**config.mk**
```make
export PLATFORM = sky130hd
export DESIGN_NAME = kong_motion_ctrl_flat
export DESIGN_NICKNAME = d
export VERILOG_FILES = /design/src/rtl/kong_motion_ctrl_pkg.sv /design/src/rtl/kong_motion_ctrl_if.sv /design/src/rtl/kong_motion_ctrl_frame_tick_gen.sv /design/src/rtl/kong_motion_ctrl.sv /design/src/flat_wrapper.sv
export SDC_FILE = /design/constraint.sdc
export NUM_CORES = 1
export LEC_CHECK = 0
export ABC_AREA = 1
export BUFFER_PORTS_ARGS = -buffer_cell sky130_fd_sc_hd__clkbuf_2
export CAP_MARGIN = 20
export CORE_AREA = 2 2 94 96
export CTS_CLUSTER_SIZE = 10
export DETAILED_ROUTE_END_ITERATION = 16
export DIE_AREA = 0 0 96 98
export PLACE_DENSITY = 0.52
export SLEW_MARGIN = 20
export SYNTH_ARGS = -nofsm -noshare
export SYNTH_HDL_FRONTEND = slang
export SYNTH_HIERARCHICAL = 1
export SYNTH_SLANG_ARGS = --single-unit
```
**constraint.sdc**
```tcl
create_clock -name clk -period 2.2 [get_ports clk]
set_input_delay 0.22 -clock clk [delete_from_list [all_inputs] [get_ports clk]]
set_output_delay 0.22 -clock clk [all_outputs]
set_load 0.02 [all_outputs]
```
**src/rtl/kong_motion_ctrl_pkg.sv**
```systemverilog
// Shared Kong motion types: FSM encoding, screen geometry and the clamped patrol step.
package kong_motion_ctrl_pkg;

  localparam int SCREEN_W = 640;
  localparam int KONG_W   = 177;
  localparam int KONG_H   = 117;

  localparam logic [1:0] ST_HIDDEN = 2'd0;
  localparam logic [1:0] ST_WALK   = 2'd1;
  localparam logic [1:0] ST_BEAT   = 2'd2;

  localparam logic DIR_RIGHT = 1'b0;
  localparam logic DIR_LEFT  = 1'b1;

  typedef struct packed {
    logic [9:0] x;
    logic       dir;
  } kong_pos_t;

  // Bound tests are done on 11 bits so neither posx + step nor x_min + step can wrap.
  function automatic kong_pos_t kong_walk_step(input kong_pos_t  cur,
                                               input logic [9:0] x_min,
                                               input logic [9:0] x_max,
                                               input logic [9:0] step);
    kong_pos_t nxt;
    nxt = cur;
    if (cur.dir == DIR_RIGHT) begin
      if (({1'b0, cur.x} + {1'b0, step}) >= {1'b0, x_max}) begin
        nxt.x   = x_max;
        nxt.dir = DIR_LEFT;
      end else begin
        nxt.x = cur.x + step;
      end
    end else begin
      if ({1'b0, cur.x} <= ({1'b0, x_min} + {1'b0, step})) begin
        nxt.x   = x_min;
        nxt.dir = DIR_RIGHT;
      end else begin
        nxt.x = cur.x - step;
      end
    end
    return nxt;
  endfunction

endpackage

```
**src/rtl/kong_motion_ctrl_if.sv**
```systemverilog
// Game-state inputs and sprite-renderer outputs of the Kong motion controller.
interface kong_motion_ctrl_if;

  logic [8:0] y;
  logic       enable;
  logic       pause;
  logic       kill;
  logic [9:0] posx;
  logic [8:0] posy;
  logic       animation_state;
  logic       isplay;
  logic       barrel_spawn;

  modport master (
    output y, enable, pause, kill,
    input  posx, posy, animation_state, isplay, barrel_spawn
  );

  modport slave (
    input  y, enable, pause, kill,
    output posx, posy, animation_state, isplay, barrel_spawn
  );

endinterface

```
**src/rtl/kong_motion_ctrl_frame_tick_gen.sv**
```systemverilog
// One-cycle frame tick in the cycle where the scan row leaves TICK_LINE.
// Tick is combinational from a registered "on the line" flag; no backpressure.
module kong_motion_ctrl_frame_tick_gen #(
  parameter int TICK_LINE = 479
) (
  input  logic       clk,
  input  logic       rst_n,
  input  logic [8:0] y,
  output logic       tick
);

  logic on_line_q;

  always_ff @(posedge clk or negedge rst_n) begin
    if (!rst_n) begin
      on_line_q <= 1'b0;
    end else begin
      on_line_q <= (y == 9'(TICK_LINE));
    end
  end

  assign tick = on_line_q & (y != 9'(TICK_LINE));

endmodule

```
**src/rtl/kong_motion_ctrl.sv**
```systemverilog
// Kong patrol/beat sequencer: one state update per effective frame tick, visible one clk after the tick.
// Single-cycle barrel_spawn pulse on BEAT exit; kill overrides everything; no backpressure.
module kong_motion_ctrl
  import kong_motion_ctrl_pkg::*;
#(
  parameter int TICK_LINE   = 479,
  parameter int X_START     = 0,
  parameter int X_MIN       = 0,
  parameter int X_MAX       = SCREEN_W - KONG_W,
  parameter int Y_POS       = 40,
  parameter int STEP        = 2,
  parameter int ANIM_DIV    = 8,
  parameter int BEAT_DIV    = 4,
  parameter int WALK_FRAMES = 120,
  parameter int BEAT_FRAMES = 60
) (
  input logic               clk,
  input logic               rst_n,
  kong_motion_ctrl_if.slave bus
);

  localparam int AW = $clog2(((ANIM_DIV > BEAT_DIV) ? ANIM_DIV : BEAT_DIV) + 1);
  localparam int WW = $clog2(WALK_FRAMES + 1);
  localparam int BW = $clog2(BEAT_FRAMES + 1);

  logic          tick;
  logic          eff_tick;
  logic [1:0]    state_q, state_d;
  kong_pos_t     pos_q, pos_d, pos_step;
  logic          anim_q, anim_d;
  logic [AW-1:0] anim_cnt_q, anim_cnt_d;
  logic [WW-1:0] walk_cnt_q, walk_cnt_d;
  logic [BW-1:0] beat_cnt_q, beat_cnt_d;
  logic          isplay_q;
  logic          spawn_q, spawn_d;

  kong_motion_ctrl_frame_tick_gen #(
    .TICK_LINE (TICK_LINE)
  ) u_frame_tick_gen (
    .clk   (clk),
    .rst_n (rst_n),
    .y     (bus.y),
    .tick  (tick)
  );

  assign eff_tick = tick & bus.enable & ~bus.pause;

  // The tick that leaves HIDDEN already takes the first rightward step.
  always_comb begin
    kong_pos_t walk_from;
    walk_from = pos_q;
    if (state_q == ST_HIDDEN) begin
      walk_from.dir = DIR_RIGHT;
    end
    pos_step = kong_walk_step(walk_from, 10'(X_MIN), 10'(X_MAX), 10'(STEP));
  end

  always_comb begin
    state_d    = state_q;
    pos_d      = pos_q;
    anim_d     = anim_q;
    anim_cnt_d = anim_cnt_q;
    walk_cnt_d = walk_cnt_q;
    beat_cnt_d = beat_cnt_q;
    spawn_d    = 1'b0;

    if (bus.kill) begin
      state_d    = ST_HIDDEN;
      pos_d.x    = 10'(X_START);
      pos_d.dir  = DIR_RIGHT;
      anim_d     = 1'b0;
      anim_cnt_d = '0;
      walk_cnt_d = '0;
      beat_cnt_d = '0;
    end else if (eff_tick) begin
      case (state_q)
        ST_HIDDEN, ST_WALK: begin
          state_d = ST_WALK;
          pos_d   = pos_step;
          if (anim_cnt_q == AW'(ANIM_DIV - 1)) begin
            anim_d     = ~anim_q;
            anim_cnt_d = '0;
          end else begin
            anim_cnt_d = anim_cnt_q + 1'b1;
          end
          // The anim phase restarts so BEAT toggles on its own BEAT_DIV grid.
          if (walk_cnt_q == WW'(WALK_FRAMES - 1)) begin
            state_d    = ST_BEAT;
            walk_cnt_d = '0;
            anim_cnt_d = '0;
          end else begin
            walk_cnt_d = walk_cnt_q + 1'b1;
          end
        end
        ST_BEAT: begin
          if (anim_cnt_q == AW'(BEAT_DIV - 1)) begin
            anim_d     = ~anim_q;
            anim_cnt_d = '0;
          end else begin
            anim_cnt_d = anim_cnt_q + 1'b1;
          end
          if (beat_cnt_q == BW'(BEAT_FRAMES - 1)) begin
            state_d    = ST_WALK;
            beat_cnt_d = '0;
            anim_cnt_d = '0;
            spawn_d    = 1'b1;
          end else begin
            beat_cnt_d = beat_cnt_q + 1'b1;
          end
        end
        default: begin
          state_d = ST_HIDDEN;
        end
      endcase
    end
  end

  always_ff @(posedge clk or negedge rst_n) begin
    if (!rst_n) begin
      state_q    <= ST_HIDDEN;
      pos_q.x    <= 10'(X_START);
      pos_q.dir  <= DIR_RIGHT;
      anim_q     <= 1'b0;
      anim_cnt_q <= '0;
      walk_cnt_q <= '0;
      beat_cnt_q <= '0;
      isplay_q   <= 1'b0;
      spawn_q    <= 1'b0;
    end else begin
      state_q    <= state_d;
      pos_q      <= pos_d;
      anim_q     <= anim_d;
      anim_cnt_q <= anim_cnt_d;
      walk_cnt_q <= walk_cnt_d;
      beat_cnt_q <= beat_cnt_d;
      isplay_q   <= (state_d != ST_HIDDEN);
      spawn_q    <= spawn_d;
    end
  end

  assign bus.posx            = pos_q.x;
  assign bus.posy            = 9'(Y_POS);
  assign bus.animation_state = anim_q;
  assign bus.isplay          = isplay_q;
  assign bus.barrel_spawn    = spawn_q;

endmodule

```
**src/flat_wrapper.sv**
```systemverilog
// flat-port wrapper written by rule: the top's interface ports become plain ports
module kong_motion_ctrl_flat import kong_motion_ctrl_pkg::*;
#(
  parameter int TICK_LINE   = 479,
  parameter int X_START     = 0,
  parameter int X_MIN       = 0,
  parameter int X_MAX       = SCREEN_W - KONG_W,
  parameter int Y_POS       = 40,
  parameter int STEP        = 2,
  parameter int ANIM_DIV    = 8,
  parameter int BEAT_DIV    = 4,
  parameter int WALK_FRAMES = 120,
  parameter int BEAT_FRAMES = 60
)
  (clk, rst_n, bus_y, bus_enable, bus_pause, bus_kill, bus_posx, bus_posy, bus_animation_state, bus_isplay, bus_barrel_spawn);
  kong_motion_ctrl_if bus_i ();
  input logic clk;
  input logic rst_n;
  input wire logic [$bits(bus_i.y)-1:0] bus_y;
  input wire logic [$bits(bus_i.enable)-1:0] bus_enable;
  input wire logic [$bits(bus_i.pause)-1:0] bus_pause;
  input wire logic [$bits(bus_i.kill)-1:0] bus_kill;
  output wire logic [$bits(bus_i.posx)-1:0] bus_posx;
  output wire logic [$bits(bus_i.posy)-1:0] bus_posy;
  output wire logic [$bits(bus_i.animation_state)-1:0] bus_animation_state;
  output wire logic [$bits(bus_i.isplay)-1:0] bus_isplay;
  output wire logic [$bits(bus_i.barrel_spawn)-1:0] bus_barrel_spawn;
  assign bus_i.y = bus_y;
  assign bus_i.enable = bus_enable;
  assign bus_i.pause = bus_pause;
  assign bus_i.kill = bus_kill;
  assign bus_posx = bus_i.posx;
  assign bus_posy = bus_i.posy;
  assign bus_animation_state = bus_i.animation_state;
  assign bus_isplay = bus_i.isplay;
  assign bus_barrel_spawn = bus_i.barrel_spawn;
  kong_motion_ctrl #(.TICK_LINE(TICK_LINE), .X_START(X_START), .X_MIN(X_MIN), .X_MAX(X_MAX), .Y_POS(Y_POS), .STEP(STEP), .ANIM_DIV(ANIM_DIV), .BEAT_DIV(BEAT_DIV), .WALK_FRAMES(WALK_FRAMES), .BEAT_FRAMES(BEAT_FRAMES)) u_core (.clk(clk), .rst_n(rst_n), .bus(bus_i));
endmodule
```
==> flow_metrics.env, run 1 <==
export IMPL_crit_required_ns=2.39
export IMPL_power_density_nw_per_um2=448
export IMPL_yosys_warnings=6
export IMPL_wl_per_cell_um=11.5
export IMPL_cts_setup_buffers=0
export IMPL_critical_path_buf_inv_count=2
export IMPL_critical_path_endpoint_type="register"
export IMPL_diodes=0
export IMPL_core_area_sq_um=8470
export IMPL_root_buffer="clkbuf_8"
export IMPL_num_rows=34
export IMPL_drc=0
export IMPL_vias=2102
export IMPL_synth_area_leaders="dfrtp_1, nand2_1, buf_4"
export IMPL_cp_start_kind="register"
export IMPL_place_inst=452
export IMPL_max_stage_delay_ns=0.48
export IMPL_place_congestion=0.863
export IMPL_fin_setup_tns_ns=0
export IMPL_leakage_nw=1.32
export IMPL_setup_viol=0
export IMPL_path_class="register to register"
export IMPL_cts_resized=0
export IMPL_overflow=0
export IMPL_synth_top_cell_by_area="dfrtp_1"
export IMPL_io_buffers=26
export IMPL_hpwl_um=4040
export IMPL_maxSlewHeadroom_pct=40.9
export IMPL_hold_violations=0
export IMPL_cts_max_level=2
export IMPL_vias_per_cell=4.57
export IMPL_dieWidth_um=96
export IMPL_hp_class="primary input to asynchronous set/reset pin"
export IMPL_clockBufferDepth=2
export IMPL_dr_pass1_iters=4
export IMPL_ys_seq_elements=34
export IMPL_drv_slew=0
export IMPL_io_pins=36
export IMPL_numCtsBuffers=5
export IMPL_finish_utilization_pct=31.4
export IMPL_crit_slowest_cell="dfrtp_1"
export IMPL_synth_common_cells="nand2_1, inv_1, dfrtp_1"
export IMPL_clk_pin_slew_ns=0.07
export IMPL_antenna_found_initial=0
export IMPL_min_period_over_period_pct=87.7
export IMPL_layout_cells_non_filler=460
export IMPL_avgSynthCellArea_sq_um=7.35
export IMPL_final_nets=371
export IMPL_wl_met1_um=2630
export IMPL_area_growth_syn_to_layout_pct=9.08
export IMPL_grt_pass1_vias=2053
export IMPL_dieArea_sq_um=9410
export IMPL_synth_seq_area_share_pct=34.9
export IMPL_syn_area_sq_um=2440
export IMPL_syn_inst=332
export IMPL_wl_met2_um=2420
export IMPL_cap_violations=0
export IMPL_ys_flop_type="dfrtp_1"
export IMPL_skew_ns=0.00771
export IMPL_tightest_slew_ns=0.887
export IMPL_routed_top_layer="met4"
export IMPL_ir_drop_uv=249
export IMPL_ys_types=39
export IMPL_ant_nets=0
export IMPL_wl_um=5310
export IMPL_grt_total_usage_pct=12.8
export IMPL_dr_wl_met3_um=207
export IMPL_crit_arrival_ns=2.11
export IMPL_die_height_um=98
export IMPL_yosysMostFrequentCell="nand2_1"
export IMPL_insertion_delay_ns=0.29
export IMPL_drtIter0Drc=95
export IMPL_grt_setup_unrepaired="no"
export IMPL_holdWs_ns=0.0448
export IMPL_crit_top_cell="nand2_1"
export IMPL_synth_edf_count=0
export IMPL_synth_top_area_share_pct=34.9
export IMPL_synth_async_sr_flop_share_pct=100
export IMPL_total_power_mw=1.19
export IMPL_crit_chain="inv_1 -> ha_1 -> nand2_1 -> nand2_1 -> nand3_1 -> nand3_1 -> nand3_2 -> nand3_4 -> inv_2 -> nand2_1 -> nand2_1 -> nand2_1"
export IMPL_grt_pass1_wl_um=9670
export IMPL_fin_crit_ns=1.93
export IMPL_crit_family="simple AND/OR/NAND/NOR gates"
export IMPL_start_util_pct=28.8
export IMPL_max_freq_ghz=0.518
export IMPL_crit_fanout=6
export IMPL_ctsHoldBuffers=0
export IMPL_cts_tree="yes"
export IMPL_grt_max_degree=35
export IMPL_status="finished clean"
export IMPL_layout_drive_gt1_share_pct=18.8
export IMPL_numClockSinks=34
==> worst paths after layout <==
check                                     startpoint                                end  slack, ns  depth (start not counted)
worst max-delay path              u_core/bus.posx[1]                 u_core/bus.posx[7]       0.27                         12
worst min-delay path                           rst_n               u_core/walk_cnt_q[4]       0.04                          1
worst max register to register    u_core/bus.posx[1]                 u_core/bus.posx[7]       0.27                         12
worst min register to register  u_core/beat_cnt_q[0]               u_core/beat_cnt_q[0]       0.51                          1
max in group asynchronous                      rst_n                 u_core/bus.posx[0]       1.60                          1
min in group clk                            bus_y[5]  u_core/u_frame_tick_gen/on_line_q       0.21                          4
==> metrics by stage <==
| step | worst slack (ns) | area, sq um |
|---|---|---|
| 2_1_floorplan | 0.562 | 2460 |
| 3_3_place_gp | 0.327 | 2570 |
| 3_5_place_dp | 0.294 | 2570 |
| 4_1_cts | 0.289 | 2660 |
| 5_1_grt | 0.0596 | 2660 |
| 6_report | 0.271 | 2660 |
==> cell families after synthesis <==
kind of cell	share of synthesized area, %
muxes	0.410
xor gates and xnor gates	1.44
AOI/OAI and AO/OA	14.0
buffers and inverters	15.1
and+or+nand+nor	30.8
other	0.308
adders and majority gates	3.08
DFF	34.9
==> report_power, final <==
part	switching (mW)	internal, mW	total [mW]
sequential	0.00222	0.628	0.630
clock	0.230	0.253	0.482
combinational	0.0597	0.0205	0.0802
==> sequential cells by signal (all words and copies together) (netlist names) <==
| signal | flops |
|---|---|
| u_core/anim_cnt_q | 4 |
| u_core/beat_cnt_q | 6 |
| u_core/bus.animation_state | 1 |
| u_core/bus.barrel_spawn | 1 |
| u_core/bus.isplay | 1 |
| u_core/bus.posx | 10 |
| u_core/pos_q | 1 |
| u_core/state_q | 2 |
| u_core/u_frame_tick_gen/on_line_q | 1 |
| u_core/walk_cnt_q | 7 |
==> area by class of cell <==
cell class,instances,area (sq um)
Multi-Input combinational cell,231,1250
Sequential cell,34,851
Inverter,51,191
Clock buffer,7,86.3
Fill cell,925,5810
Timing Repair Buffer,28,145
Clock inverter,1,5.00
Tap cell,108,135
==> worst reg2reg max path: stages, from the launching register on <==
cell and delay, ns:
dfrtp_1 0.48, inv_1 0.17, ha_1 0.35, nand2_1 0.08
nand2_1 0.05, nand3_1 0.08, nand3_1 0.09, nand3_2 0.16
nand3_4 0.11, inv_2 0.10, nand2_1 0.06, nand2_1 0.06
nand2_1 0.05
==> layer usage <==
| layer | vias to the layer above | global-route usage, % |
|---|---|---|
| met5 | - | 0 |
| met4 | 0 | 4.18 |
| met3 | 6 | 2.78 |
| met2 | 54 | 19.2 |
| met1 | 959 | 18.0 |
| li1 | 1083 | - |
==> layout by cell type, fill, tap and decap left out, types with 2 or more instances in the layout <==
cell type	synthesis	layout
o21ai_2	2	2
o22ai_1	6	6
nor2_2	3	3
dfrtp_1	34	34
nand3_1	21	21
o211ai_1	2	2
nor3_1	6	6
ha_1	6	6
nor2_1	20	20
clkbuf_8	0	6
buf_4	22	2
inv_1	44	44
a21oi_1	11	11
clkbuf_2	0	26
o21ai_1	7	7
conb_1	2	9
nand4_1	6	6
nand3_2	5	5
a31oi_1	3	3
nor2_4	3	3
xor2_1	3	3
inv_2	7	7
nand2_2	4	4
o21ai_0	16	16
nand2_1	83	83
No activity file was read; power rests on OpenSTA's default activity.
==> run 2, diff against run 1 <==
--- a/config.mk
+++ b/config.mk
@@ -12,7 +12,7 @@
 export CTS_CLUSTER_SIZE = 10
 export DETAILED_ROUTE_END_ITERATION = 16
 export DIE_AREA = 0 0 96 98
-export PLACE_DENSITY = 0.52
+export PLACE_DENSITY = 0.44
 export SLEW_MARGIN = 20
 export SYNTH_ARGS = -nofsm -noshare
 export SYNTH_HDL_FRONTEND = slang
==> run 2 against run 1 <==
Compared with the run above:
- clock-buffer cell count is 2 lower
- clock skew fell by 0.0010 ns
- worst hold slack better by 0.15 ns
- global-route usage rose by 0.30 points
- utilization is 0.50 points higher
- non-clock buffer count is 3 higher
- maximum frequency up 3.8%
- cell count is 0.65% higher
- first-iteration DRC count rose by 7.4%
- final area increased by 1.6%
- via count rose by 0.67%
==> flow_metrics.env, run 2 (synthesized netlist as in run 1, its figures left out) <==
export IMPL_endpoint="u_core/bus.posx[7]"
export IMPL_rr_worst_depth=10
export IMPL_cts_max_level=2
export IMPL_skew_ns=0.00667
export IMPL_die_height_um=98
export IMPL_crit_arrival_ns=2.04
export IMPL_largest_register_ff_count=10
export IMPL_layout_drive_gt1_share_pct=19.4
export IMPL_grt_pass1_wl_um=9730
export IMPL_fin_setup_tns_ns=0
export IMPL_clockBufferDepth=2
export IMPL_hold_violations=0
export IMPL_fin_crit_ns=1.86
export IMPL_crit_fanout=8
export IMPL_dr_pass1_iters=4
export IMPL_wl_um=5630
export IMPL_rr_startpoint="u_core/bus.posx[2]"
export IMPL_maxSlewHeadroom_pct=65.5
export IMPL_diodes=0
export IMPL_pre_cts_ws_ns=0.292
export IMPL_final_cell_mix="nand2_1, inv_1, dfrtp_1"
export IMPL_tightest_slew_ns=0.512
export IMPL_cts_setup_buffers=0
export IMPL_drc=0
export IMPL_grt_pass1_vias=2053
export IMPL_design_area_sq_um=2700
export IMPL_setup_viol=0
export IMPL_cts_tree="yes"
export IMPL_hp_class="primary input to register"
export IMPL_power_density_nw_per_um2=477
export IMPL_layout_commonest_cell="nand2_1"
export IMPL_dieWidth_um=96
export IMPL_fillCellCount=950
export IMPL_status="finished clean"
export IMPL_path_class="register to register"
export IMPL_start_util_pct=28.8
export IMPL_cp_start_kind="register"
export IMPL_root_buffer="clkbuf_8"
export IMPL_wl_per_cell_um=12.2
export IMPL_fin_ws_ns=0.342
export IMPL_area_growth_syn_to_layout_pct=10.8
export IMPL_io_buffers=26
export IMPL_r2r_end="u_core/bus.posx[7]"
export IMPL_dieArea_sq_um=9410
export IMPL_total_power_mw=1.29
export IMPL_vias=2116
export IMPL_hpwl_um=4380
export IMPL_worstSetupStartpoint="u_core/bus.posx[2]"
export IMPL_num_rows=34
export IMPL_ant_nets=0
export IMPL_grt_total_usage_pct=13.1
export IMPL_place_congestion=0.877
export IMPL_placed_cell_area_sq_um=2580
export IMPL_drv_slew=0
export IMPL_core_area_sq_um=8470
export IMPL_insertion_delay_ns=0.29
export IMPL_grt_max_degree=20
export IMPL_critical_path_endpoint_type="register"
export IMPL_ir_drop_uv=193
export IMPL_final_nets=374
export IMPL_overflow=0
export IMPL_leakage_nw=1.35
export IMPL_clk_pin_slew_ns=0.07
export IMPL_crit_required_ns=2.39
export IMPL_min_period_over_period_pct=84.5
export IMPL_regToRegSetupSlack_ns=0.34
export IMPL_grt_setup_unrepaired="no"
export IMPL_io_pins=36
export IMPL_max_freq_ghz=0.538
export IMPL_cap_violations=0
export IMPL_drtIter0Drc=102
export IMPL_vias_per_cell=4.57
export IMPL_numClockSinks=34
export IMPL_numCtsBuffers=5
export IMPL_antenna_found_initial=0
[run 2: cell types whose count changed in the layout (fill, tap and decap cells not counted)]
| cell | previous run | this run |
|---|---|---|
| buf_4 | 2 | 4 |
| bufinv_16 | 0 | 1 |
| clkbuf_1 | 1 | 0 |
| clkbuf_8 | 6 | 5 |
| clkinv_2 | 1 | 2 |
| dlygate4sd3_1 | 0 | 1 |
[run 2: critical path, cell delays in order, from the launching register on]
cell,delay [ns]
dfrtp_1,0.50
ha_1,0.28
nand2_2,0.09
nor2_2,0.14
nand3_1,0.09
o21ai_2,0.28
nand3_4,0.14
inv_2,0.09
nand2_1,0.05
nand2_1,0.05
nand2_1,0.04
[run 2: layout make-up]
class / count / area, sq um / area share [%]
Clock buffer: 5 / 68.8 / 2.55
Clock inverter: 3 / 40.0 / 1.48
Inverter: 51 / 191 / 7.08
Multi-Input combinational cell: 231 / 1250 / 46.1
Sequential cell: 34 / 851 / 31.5
Tap cell: 108 / 135 / 5.00
Timing Repair Buffer: 31 / 170 / 6.30
[run 2: what timing repair did]
action | CTS | global route
hold endpoints to repair | 15 | 0
resized for setup | 0 | 0
hold buffers | 1 | 0
[run 2: per-stage QoR]
stage | util, % | hold WS (ns) | std cells
CTS | 31.9 | 0.198 | 463
floorplan | - | -0.0756 | 339
global placement | 30.5 | 0.176 | 454
global route | 31.9 | 0.245 | 463
detailed placement | 30.5 | 0.178 | 454
finish | 31.9 | 0.199 | 463
[run 2: how the worst min path moves through the flow]
stage / startpoint / end / depth (start not counted)
6_report: bus_y[5] / u_core/u_frame_tick_gen/on_line_q / 4
5_1_grt: bus_y[5] / u_core/u_frame_tick_gen/on_line_q / 4
4_1_cts: bus_y[5] / u_core/u_frame_tick_gen/on_line_q / 4
3_5_place_dp: rst_n / u_core/beat_cnt_q[4] / 1
3_3_place_gp: rst_n / u_core/beat_cnt_q[4] / 1
2_1_floorplan: rst_n / u_core/anim_cnt_q[0] / 0
[run 2: where the power goes]
group | internal (mW) | switching [mW] | total [mW]
clock | 0.334 | 0.241 | 0.574
sequential | 0.628 | 0.00222 | 0.630
combinational | 0.0228 | 0.0612 | 0.0840
total | 0.984 | 0.304 | 1.29
[run 2: per-layer routing]
layer | part of all wire [%] | wire length (um) | GRT usage [%]
met2 | 46 | 2600 | 20.2
met3 | 3.4 | 191 | 2.39
met1 | 49 | 2750 | 18.2
met5 | 0 | 0 | 0
met4 | 1.5 | 85 | 4.40
